--- src/rtl/led_seq_pkg.sv ---
// Shared constants and types for the LED index sequencer.
// Mode codes match the mode_sel encoding driven by the button logic.
package led_seq_pkg;

    localparam int unsigned DEF_IDX_W = 3;

    localparam logic [1:0] MODE_UP     = 2'b00;
    localparam logic [1:0] MODE_DOWN   = 2'b01;
    localparam logic [1:0] MODE_PP     = 2'b10;
    localparam logic [1:0] MODE_FREEZE = 2'b11;

    typedef enum logic [1:0] {
        ST_IDLE = 2'b00,
        ST_RUN  = 2'b01,
        ST_HOLD = 2'b10
    } state_t;

    // Direction to adopt when switching into a mode; PP and FREEZE keep the current one.
    function automatic logic mode_dir(input logic [1:0] mode, input logic cur_dir);
        logic d;
        d = cur_dir;
        if (mode == MODE_UP) begin
            d = 1'b0;
        end else if (mode == MODE_DOWN) begin
            d = 1'b1;
        end
        return d;
    endfunction

endpackage

--- src/rtl/led_dwell_timer.sv ---
// Dwell counter: raises step_tick on the last tick of each step.
// Compares against the live dwell value so a shrinking dwell steps immediately.
module led_dwell_timer #(
    parameter int unsigned DW = 8
) (
    input  logic          clk1h,
    input  logic          rst,
    input  logic          en,
    input  logic          clr,
    input  logic [DW-1:0] dwell,
    output logic          step_tick
);

    logic [DW-1:0] cnt_q;
    logic [DW-1:0] last;

    // dwell of 0 behaves as 1, so the last count is 0 in both cases.
    assign last      = (dwell == '0) ? '0 : dwell - DW'(1);
    assign step_tick = en && (cnt_q >= last);

    always_ff @(posedge clk1h or negedge rst) begin
        if (!rst) begin
            cnt_q <= '0;
        end else if (clr) begin
            cnt_q <= '0;
        end else if (en) begin
            cnt_q <= step_tick ? '0 : cnt_q + DW'(1);
        end
    end

endmodule

--- src/rtl/led_seq_ctrl.sv ---
// Mode-controlled index generator feeding the 3-to-8 LED decoder.
// Run/hold FSM, up/down/ping-pong stepping and a req/ack mode-change handshake.
module led_seq_ctrl
    import led_seq_pkg::*;
#(
    parameter int unsigned IDX_W      = DEF_IDX_W,
    parameter int unsigned DW         = 8,
    parameter logic [1:0]  RESET_MODE = MODE_UP
) (
    input  logic             clk1h,
    input  logic             rst,
    input  logic             run_en,
    input  logic             clr,
    input  logic             mode_req,
    input  logic [1:0]       mode_sel,
    input  logic [DW-1:0]    dwell,
    output logic             mode_ack,
    output logic [IDX_W-1:0] idx,
    output logic             dir,
    output logic [1:0]       cur_mode,
    output logic             wrap,
    output logic             running
);

    localparam logic [IDX_W-1:0] IDX_MAX = '1;

    state_t           state_q;
    logic [IDX_W-1:0] idx_q;
    logic             dir_q;
    logic [1:0]       mode_q;
    logic             ack_q;
    logic             wrap_q;

    logic             step_tick;
    logic             pending;
    logic             apply;
    logic             do_step;
    logic [1:0]       eff_mode;
    logic             eff_dir;
    logic [IDX_W-1:0] nxt_idx;
    logic             nxt_dir;
    logic             nxt_wrap;

    led_dwell_timer #(
        .DW(DW)
    ) u_timer (
        .clk1h    (clk1h),
        .rst      (rst),
        .en       (state_q == ST_RUN),
        .clr      (clr),
        .dwell    (dwell),
        .step_tick(step_tick)
    );

    always_comb begin
        // A request seen while ack is high is the one just served.
        pending  = mode_req && !ack_q;
        apply    = pending && ((state_q != ST_RUN) || step_tick);
        do_step  = (state_q == ST_RUN) && step_tick;
        eff_mode = apply ? mode_sel : mode_q;
        eff_dir  = apply ? mode_dir(mode_sel, dir_q) : dir_q;
        nxt_idx  = idx_q;
        nxt_dir  = eff_dir;
        nxt_wrap = 1'b0;
        case (eff_mode)
            MODE_UP: begin
                nxt_idx  = idx_q + IDX_W'(1);
                nxt_dir  = 1'b0;
                nxt_wrap = (idx_q == IDX_MAX);
            end
            MODE_DOWN: begin
                nxt_idx  = idx_q - IDX_W'(1);
                nxt_dir  = 1'b1;
                nxt_wrap = (idx_q == '0);
            end
            MODE_PP: begin
                if (!eff_dir) begin
                    if (idx_q == IDX_MAX) begin
                        nxt_idx = IDX_MAX - IDX_W'(1);
                        nxt_dir = 1'b1;
                    end else begin
                        nxt_idx = idx_q + IDX_W'(1);
                    end
                end else begin
                    if (idx_q == '0) begin
                        nxt_idx  = IDX_W'(1);
                        nxt_dir  = 1'b0;
                        nxt_wrap = 1'b1;
                    end else begin
                        nxt_idx = idx_q - IDX_W'(1);
                    end
                end
            end
            default: begin
            end
        endcase
    end

    always_ff @(posedge clk1h or negedge rst) begin
        if (!rst) begin
            state_q <= ST_IDLE;
            idx_q   <= '0;
            dir_q   <= 1'b0;
            mode_q  <= RESET_MODE;
            ack_q   <= 1'b0;
            wrap_q  <= 1'b0;
        end else begin
            ack_q  <= 1'b0;
            wrap_q <= 1'b0;
            if (clr) begin
                // clr beats both a step and a pending request.
                state_q <= ST_IDLE;
                idx_q   <= '0;
                dir_q   <= 1'b0;
            end else begin
                case (state_q)
                    ST_IDLE: if (run_en) state_q <= ST_RUN;
                    ST_RUN:  if (!run_en) state_q <= ST_HOLD;
                    ST_HOLD: if (run_en) state_q <= ST_RUN;
                    default: state_q <= ST_IDLE;
                endcase
                if (apply) begin
                    mode_q <= mode_sel;
                    ack_q  <= 1'b1;
                    dir_q  <= eff_dir;
                end
                if (do_step) begin
                    idx_q  <= nxt_idx;
                    dir_q  <= nxt_dir;
                    wrap_q <= nxt_wrap;
                end
            end
        end
    end

    assign mode_ack = ack_q;
    assign idx      = idx_q;
    assign dir      = dir_q;
    assign cur_mode = mode_q;
    assign wrap     = wrap_q;
    assign running  = (state_q == ST_RUN);

endmodule

--- config.mk ---
export PLATFORM = sky130hd
export DESIGN_NAME = led_seq_ctrl
export DESIGN_NICKNAME = d
export VERILOG_FILES = /design/src/rtl/led_seq_pkg.sv /design/src/rtl/led_dwell_timer.sv /design/src/rtl/led_seq_ctrl.sv
export SDC_FILE = /design/constraint.sdc
export NUM_CORES = 1
export LEC_CHECK = 0
export CAP_MARGIN = 20
export CORE_UTILIZATION = 58
export DETAILED_ROUTE_END_ITERATION = 10
export HOLD_SLACK_MARGIN = 0.03
export PLACE_DENSITY = 0.89
export SYNTH_ARGS = -nofsm -noshare
export SYNTH_HDL_FRONTEND = slang
export SYNTH_SLANG_ARGS = --single-unit
--- constraint.sdc ---
create_clock -name clk1h -period 6.6 [get_ports clk1h]
set_input_delay 1.65 -clock clk1h [delete_from_list [all_inputs] [get_ports clk1h]]
set_output_delay 1.65 -clock clk1h [all_outputs]
set_load 0.02 [all_outputs]
* Yosys cells after proc, flatten, opt, wreduce, memory -nomap -nowiden *
Index checks and enable logic that the tools add are counted.

operators by class
  magnitude comparators = 1
  add/sub/neg operators = 4
  reductions and logical operators = 18
  muxes and demuxes = 32
  equal/unequal tests = 9

operators with widths
  operator                                              number
  2-to-1 mux 8 bit                                      4
  2-to-1 mux 1 bit                                      15
  2-to-1 mux 3 bit                                      5
  one-hot mux 3 bit (3 select lines)                    1
  adder 8 x 1 -> 8 bit (second input constant)          1
  greater-or-equal comparator 8 bit                     1
  zero test 8 bit                                       1
  2-to-1 mux 2 bit                                      4
  subtractor 8 x 1 -> 8 bit (second input constant)     1
  equality test 2 x 1 -> 1 bit (second input constant)  3
  zero test 2 bit                                       3
  one-hot mux 1 bit (3 select lines)                    2
  equality test 2 bit (second input constant)           2
  logical AND 1 bit                                     4
  one-hot mux 2 bit (2 select lines)                    1
  AND reduction 2 bit                                   2
  nonzero test 2 bit                                    2
  nonzero test 4 bit                                    1
  adder 3 x 1 -> 3 bit (second input constant)          1
  equality test 3 bit (second input constant)           1
  zero test 3 bit                                       1
  != test 3 x 1 -> 1 bit (second input constant)        1
  != test 3 bit (second input constant)                 1
  nonzero test 3 bit                                    1
  5 further kinds                                       5

storage, ports and cells
  logic and storage cells = 71
  register bits = 18
  output and inout port bits = 9
  bits of input ports = 15

* Depth between registers and ports, before layout *
Gate-level depths: netlist of run 1.

  depth in word-level cells = 11
  depth in mapped cells = 20
  gate-level depth less buffers = 19

* Cells and area by module *
From an unflattened synthesis of run 1, not the netlist that was laid out.

second synthesis, totals
  cell total of the unflattened synthesis = 176
  area total of the unflattened synthesis = 1,606.5 um^2

by module, submodules not included
  module           instances  cells an instance  area an instance (um^2)  sequential area each (um^2)
  led_seq_ctrl     1          85                 830.8                    250.2
  led_dwell_timer  1          91                 775.7                    200.2

* Least setup slack after synthesis of run 1 *
Ideal clock, no wire load.

  kind = in2reg
  start point = input port dwell[0]
  end point = register idx_q[2], in the netlist idx[2]
  required time = 6.467 ns
  library setup time = 0.133 ns
  slack = 1.565 ns
  buffers on the path = 1
  arrival = 4.903 ns
  stages = 20
  path through = inv_1 -> ha_1 -> nand2_1 -> nor2_1 -> nand2_1 -> nand2b_1 -> ha_1 -> nor2b_1 -> o211a_1 -> o311ai_4 -> and2_1 -> buf_6 -> a21oi_2 -> mux2_2 -> inv_1 -> ha_1 -> nor3_1 -> nor3_2 -> mux2i_1 -> o32ai_2

between the ends
  cells in the longest elaborated chain, start to end = 11
  elaborated cells on any way between the ends = 20
  those cells by class = add/sub: 1; order compare: 1; eq/ne: 2; mux: 7; reduce/logical: 9

ends and longest elaborated chain
  what                                                                 line                   source
  start, declared                                                      led_seq_ctrl.sv:16     input logic [DW-1:0] dwell,
  subtractor 8 x 1 -> 8 bit / zero test 8 bit (equally long branches)  led_dwell_timer.sv:18  assign last = (dwell == '0) ? '0 : dwell - DW'(1);
  2-to-1 mux 8 bit (*)                                                 led_dwell_timer.sv:18
  greater-or-equal comparator 8 bit (*)                                led_dwell_timer.sv:19  assign step_tick = en && (cnt_q >= last);
  logical AND 1 bit (*)                                                led_dwell_timer.sv:19
  logical OR 1 bit (*)                                                 led_seq_ctrl.sv:58     apply = pending && ((state_q != ST_RUN) || step_tick);
  logical AND 1 bit (*)                                                led_seq_ctrl.sv:58
  2-to-1 mux 2 bit (*)                                                 n/a
  net eff_mode[0]                                                      led_seq_ctrl.sv:38     logic [1:0] eff_mode;
  equality test 2 bit (tied with other cells)                          led_seq_ctrl.sv:65     case (eff_mode)
  one-hot mux 3 bit (3 select lines)                                   led_seq_ctrl.sv:65
  2-to-1 mux 3 bit                                                     led_seq_ctrl.sv:127    if (do_step) begin
  2-to-1 mux 3 bit                                                     led_seq_ctrl.sv:110    if (clr) begin
  end signal, assigned                                                 led_seq_ctrl.sv:128    idx_q <= nxt_idx;
  end, declared                                                        led_seq_ctrl.sv:28     logic [IDX_W-1:0] idx_q;

Mark *: on every way through the listed nets, which the timed path passes. The rest lies on a longest branch. The select of a mux whose other input is x is not followed.
A chain may end at the register's enable or synchronous reset.

* Worst setup path in the final report of run 1 *
Ends and elaborated chain as after synthesis.

==> results of run 1 <==
per-layer routing:
metal | share of wire (%) | track usage, % | vias up
met2 | 50 | 44.1 | 51
met4 | 2.2 | 14.1 | 0
met1 | 43 | 33.6 | 663
met5 | 0 | 0 | -
li1 | - | - | 660
met3 | 4.8 | 5.08 | 14
cell usage in the layout, fill, tap and decap left out, types with 2 or more instances in the layout:
master | synthesis | routed
clkbuf_4 | 0 | 3
mux2i_1 | 6 | 6
nor2_1 | 15 | 15
o22ai_1 | 2 | 2
dfrtp_1 | 18 | 18
xor2_1 | 2 | 2
inv_1 | 14 | 14
nand3_1 | 8 | 8
nand2_1 | 10 | 10
and3_1 | 3 | 3
ha_1 | 20 | 20
nand2b_1 | 2 | 2
clkdlybuf4s50_1 | 0 | 23
and2_1 | 2 | 2
nor2b_1 | 5 | 5
a21oi_1 | 6 | 6
o31ai_1 | 3 | 3
nor3_1 | 6 | 6
mux2_2 | 3 | 3
o21ai_0 | 15 | 15
a211oi_1 | 2 | 2
worst max-delay path: stages:
cell	delay, ns
clkdlybuf4s50_1	0.46
inv_1	0.10
ha_1	0.18
nand2_1	0.10
nor2_1	0.21
nand2_1	0.14
nand2b_1	0.11
ha_1	0.24
nor2b_1	0.14
o211a_1	0.24
o311ai_4	0.33
and2_1	0.43
a21oi_2	0.14
mux2_2	0.32
inv_1	0.10
ha_1	0.31
nor3_1	0.11
nor3_2	0.28
mux2i_1	0.26
o32ai_2	0.11
registers in the layout, indices dropped and copies added, names as in the netlist:
name,cells
mode_ack,1
idx,3
state_q,2
cur_mode,2
dir,1
wrap,1
u_timer.cnt_q,8
logic make-up (layout without fill, tap and decap cells):
kind of cell               Yosys count  after routing  share of synthesized area, %
and+or+nand+nor                     58             58                          19.7
AOI/OAI and AO/OA                   43             43                          22.6
adders and majority gates           20             20                          15.8
DFF                                 18             18                          28.5
buffers and inverters               16             40                          4.36
muxes                               10             10                          7.37
xor gates and xnor gates             3              3                          1.66
cell type report:
| class | count | area share, % |
|---|---|---|
| well taps | 30 | 2.03 |
| repair buffers | 23 | 12.4 |
| clock buffers | 3 | 1.22 |
| inverters | 14 | 2.84 |
| multi-input cells | 134 | 57.2 |
| flip-flops and latches | 18 | 24.3 |
through the flow:
stage | instance area [µm²] | total power (µW) | std cells | worst slack, ns
2_1_floorplan | 1580 | 176 | 168 | 1.56
3_3_place_gp | 1830 | 203 | 219 | 0.784
3_5_place_dp | 1830 | 210 | 219 | 0.531
4_1_cts | 1850 | 266 | 222 | 0.839
5_1_grt | 1850 | 281 | 222 | 0.465
6_report | 1850 | 265 | 222 | 0.793
power by group through the flow:
stage                     Sequential (µW)  Combinational, µW  Clock [µW]
after floorplan                       124               52.3           0
after global placement                120               82.6           0
after detailed placement              121               89.2           0
after CTS                             119               89.7        56.9
after global routing                  120               98.9        62.2
final                                 119               90.8        55.3
path summary, 6_finish.rpt:
check / from / to / slack (ns) / cells after the start
max: dwell[0] / idx[2]$_DFFE_PN0P_ / 0.79 / 20
max in group asynchronous: rst / idx[1]$_DFFE_PN0P_ / 4.27 / 1
max reg2reg: u_timer.cnt_q[1]$_DFFE_PN0P_ / idx[2]$_DFFE_PN0P_ / 2.93 / 13
min reg2reg: state_q[1]$_DFFE_PN0P_ / state_q[0]$_DFFE_PN0P_ / 0.50 / 1
min: state_q[1]$_DFFE_PN0P_ / state_q[0]$_DFFE_PN0P_ / 0.50 / 1
min in group asynchronous: rst / wrap$_DFF_PN0_ / 1.81 / 1
==> flow_metrics.env, run 1 <==
export IMPL_period_needed_ns=5.81
export IMPL_clkLatencyLatePin_ns=0.30
export IMPL_tightestPinTransition_ns=0.820
export IMPL_synth_top_area_cell="dfrtp_1"
export IMPL_start_util_pct=62.6
export IMPL_slew_headroom_pct=45.2
export IMPL_grt_pass1_wl_mm=5.77
export IMPL_drc=0
export IMPL_cp_arrival_ns=5.98
export IMPL_syn_inst=168
export IMPL_syn_num_nets=203
export IMPL_ir_drop_mv=0.142
export IMPL_cp_end_kind="register"
export IMPL_pin_count=24
export IMPL_root_buffer="clkbuf_4"
export IMPL_cts_tree="done"
export IMPL_setup_viol=0
export IMPL_yosys_top_cells_count="ha_1, dfrtp_1, nor2_1, o21ai_0, inv_1"
export IMPL_postRouteAntennaNets=0
export IMPL_fp_dieW_um=54.2
export IMPL_htree_levels=1
export IMPL_utilization_pct=73.5
export IMPL_fin_tns_setup_ns=0
export IMPL_fin_crit_sh_pct=88.0
export IMPL_seq_area_um2=450
export IMPL_cts_resized=0
export IMPL_power_density_nw_per_um2=143
export IMPL_drv_cap=0
export IMPL_postCtsSetupBuffers=0
export IMPL_min_path_type="reg -> reg"
export IMPL_drtIter0Drc=28
export IMPL_routedWlPerCell_um=16.5
export IMPL_leakage_uw=0.000845
export IMPL_layout_drive_gt1_share_pct=11.5
export IMPL_sw_frac_of_total_pct=34.2
export IMPL_drv_slew=0
export IMPL_drt_wl_total_mm=3.66
export IMPL_nets=229
export IMPL_fillers=185
export IMPL_ys_types=45
export IMPL_gp_congestion=0.861
export IMPL_antennaDiodeCount=0
export IMPL_die_h_um=54.2
export IMPL_dp_hpwl_mm=2.93
export IMPL_pwr_share_seq_pct=44.9
export IMPL_port_buffers=23
export IMPL_numClockSinks=18
export IMPL_rsz0062_at_grt="false"
export IMPL_synth_seq_area_share_pct=28.5
export IMPL_syn_avg_cell_area_um2=9.40
export IMPL_die_area_um2=2930
export IMPL_fmax_ghz=0.172
export IMPL_gr_total_overflow=0
export IMPL_synth_most_common_cell="ha_1"
export IMPL_crit_path_start_kind="input port"
export IMPL_clkTransAtPathRegs_ns=0.11
export IMPL_areaGrowthSynthToFinish_pct=17.4
export IMPL_multi_input_area_um2=1060
export IMPL_grt_max_degree=19
export IMPL_netlist_top_cells_area="dfrtp_1, ha_1, o21ai_0"
export IMPL_intPower_uw=174
export IMPL_async_flop_share_pct=100
export IMPL_cts_made_buffers=3
export IMPL_fin_skew_ns=0.0144
export IMPL_row_count=18
export IMPL_synth_edf_count=0
export IMPL_power_switching_uw=90.8
export IMPL_yosys_warnings=0
export IMPL_final_hold_violation_count=0
export IMPL_grt_usage_pct=27.1
export IMPL_path_max_fanout=9
export IMPL_ys_ff_latch=18
export IMPL_worstSetupPathType="in -> reg"
export IMPL_holdWs_ns=0.501
export IMPL_cts_path_max_buffers=2
export IMPL_synth_top_area_share_pct=28.5
export IMPL_outcome="finished clean"
export IMPL_combPwrFrac_pct=34.3
export IMPL_cp_required_ns=6.77
export IMPL_antenna_found_initial=0
export IMPL_synth_flop_cell="dfrtp_1"
export IMPL_first_pass_iters=4
export IMPL_ctsHoldBuffers=0
export IMPL_synth_area_um2=1580
export IMPL_drt_vias_per_instance=6.25
export IMPL_num_vias=1388
export IMPL_core_area_um2=2520
export IMPL_clkPwrFrac_pct=20.9
export IMPL_grt_pass1_vias=1326
No activity file was read; power rests on OpenSTA's default activity.
==> inputs of run 2 (changes only) <==
--- a/config.mk
+++ b/config.mk
@@ -8,7 +8,6 @@
 export CAP_MARGIN = 20
 export CORE_UTILIZATION = 58
 export DETAILED_ROUTE_END_ITERATION = 10
-export HOLD_SLACK_MARGIN = 0.03
 export PLACE_DENSITY = 0.89
 export SYNTH_ARGS = -nofsm -noshare
 export SYNTH_HDL_FRONTEND = slang
==> results of run 2 <==
Same layout as run 1: the final DEF is identical, and so are final timing and power.
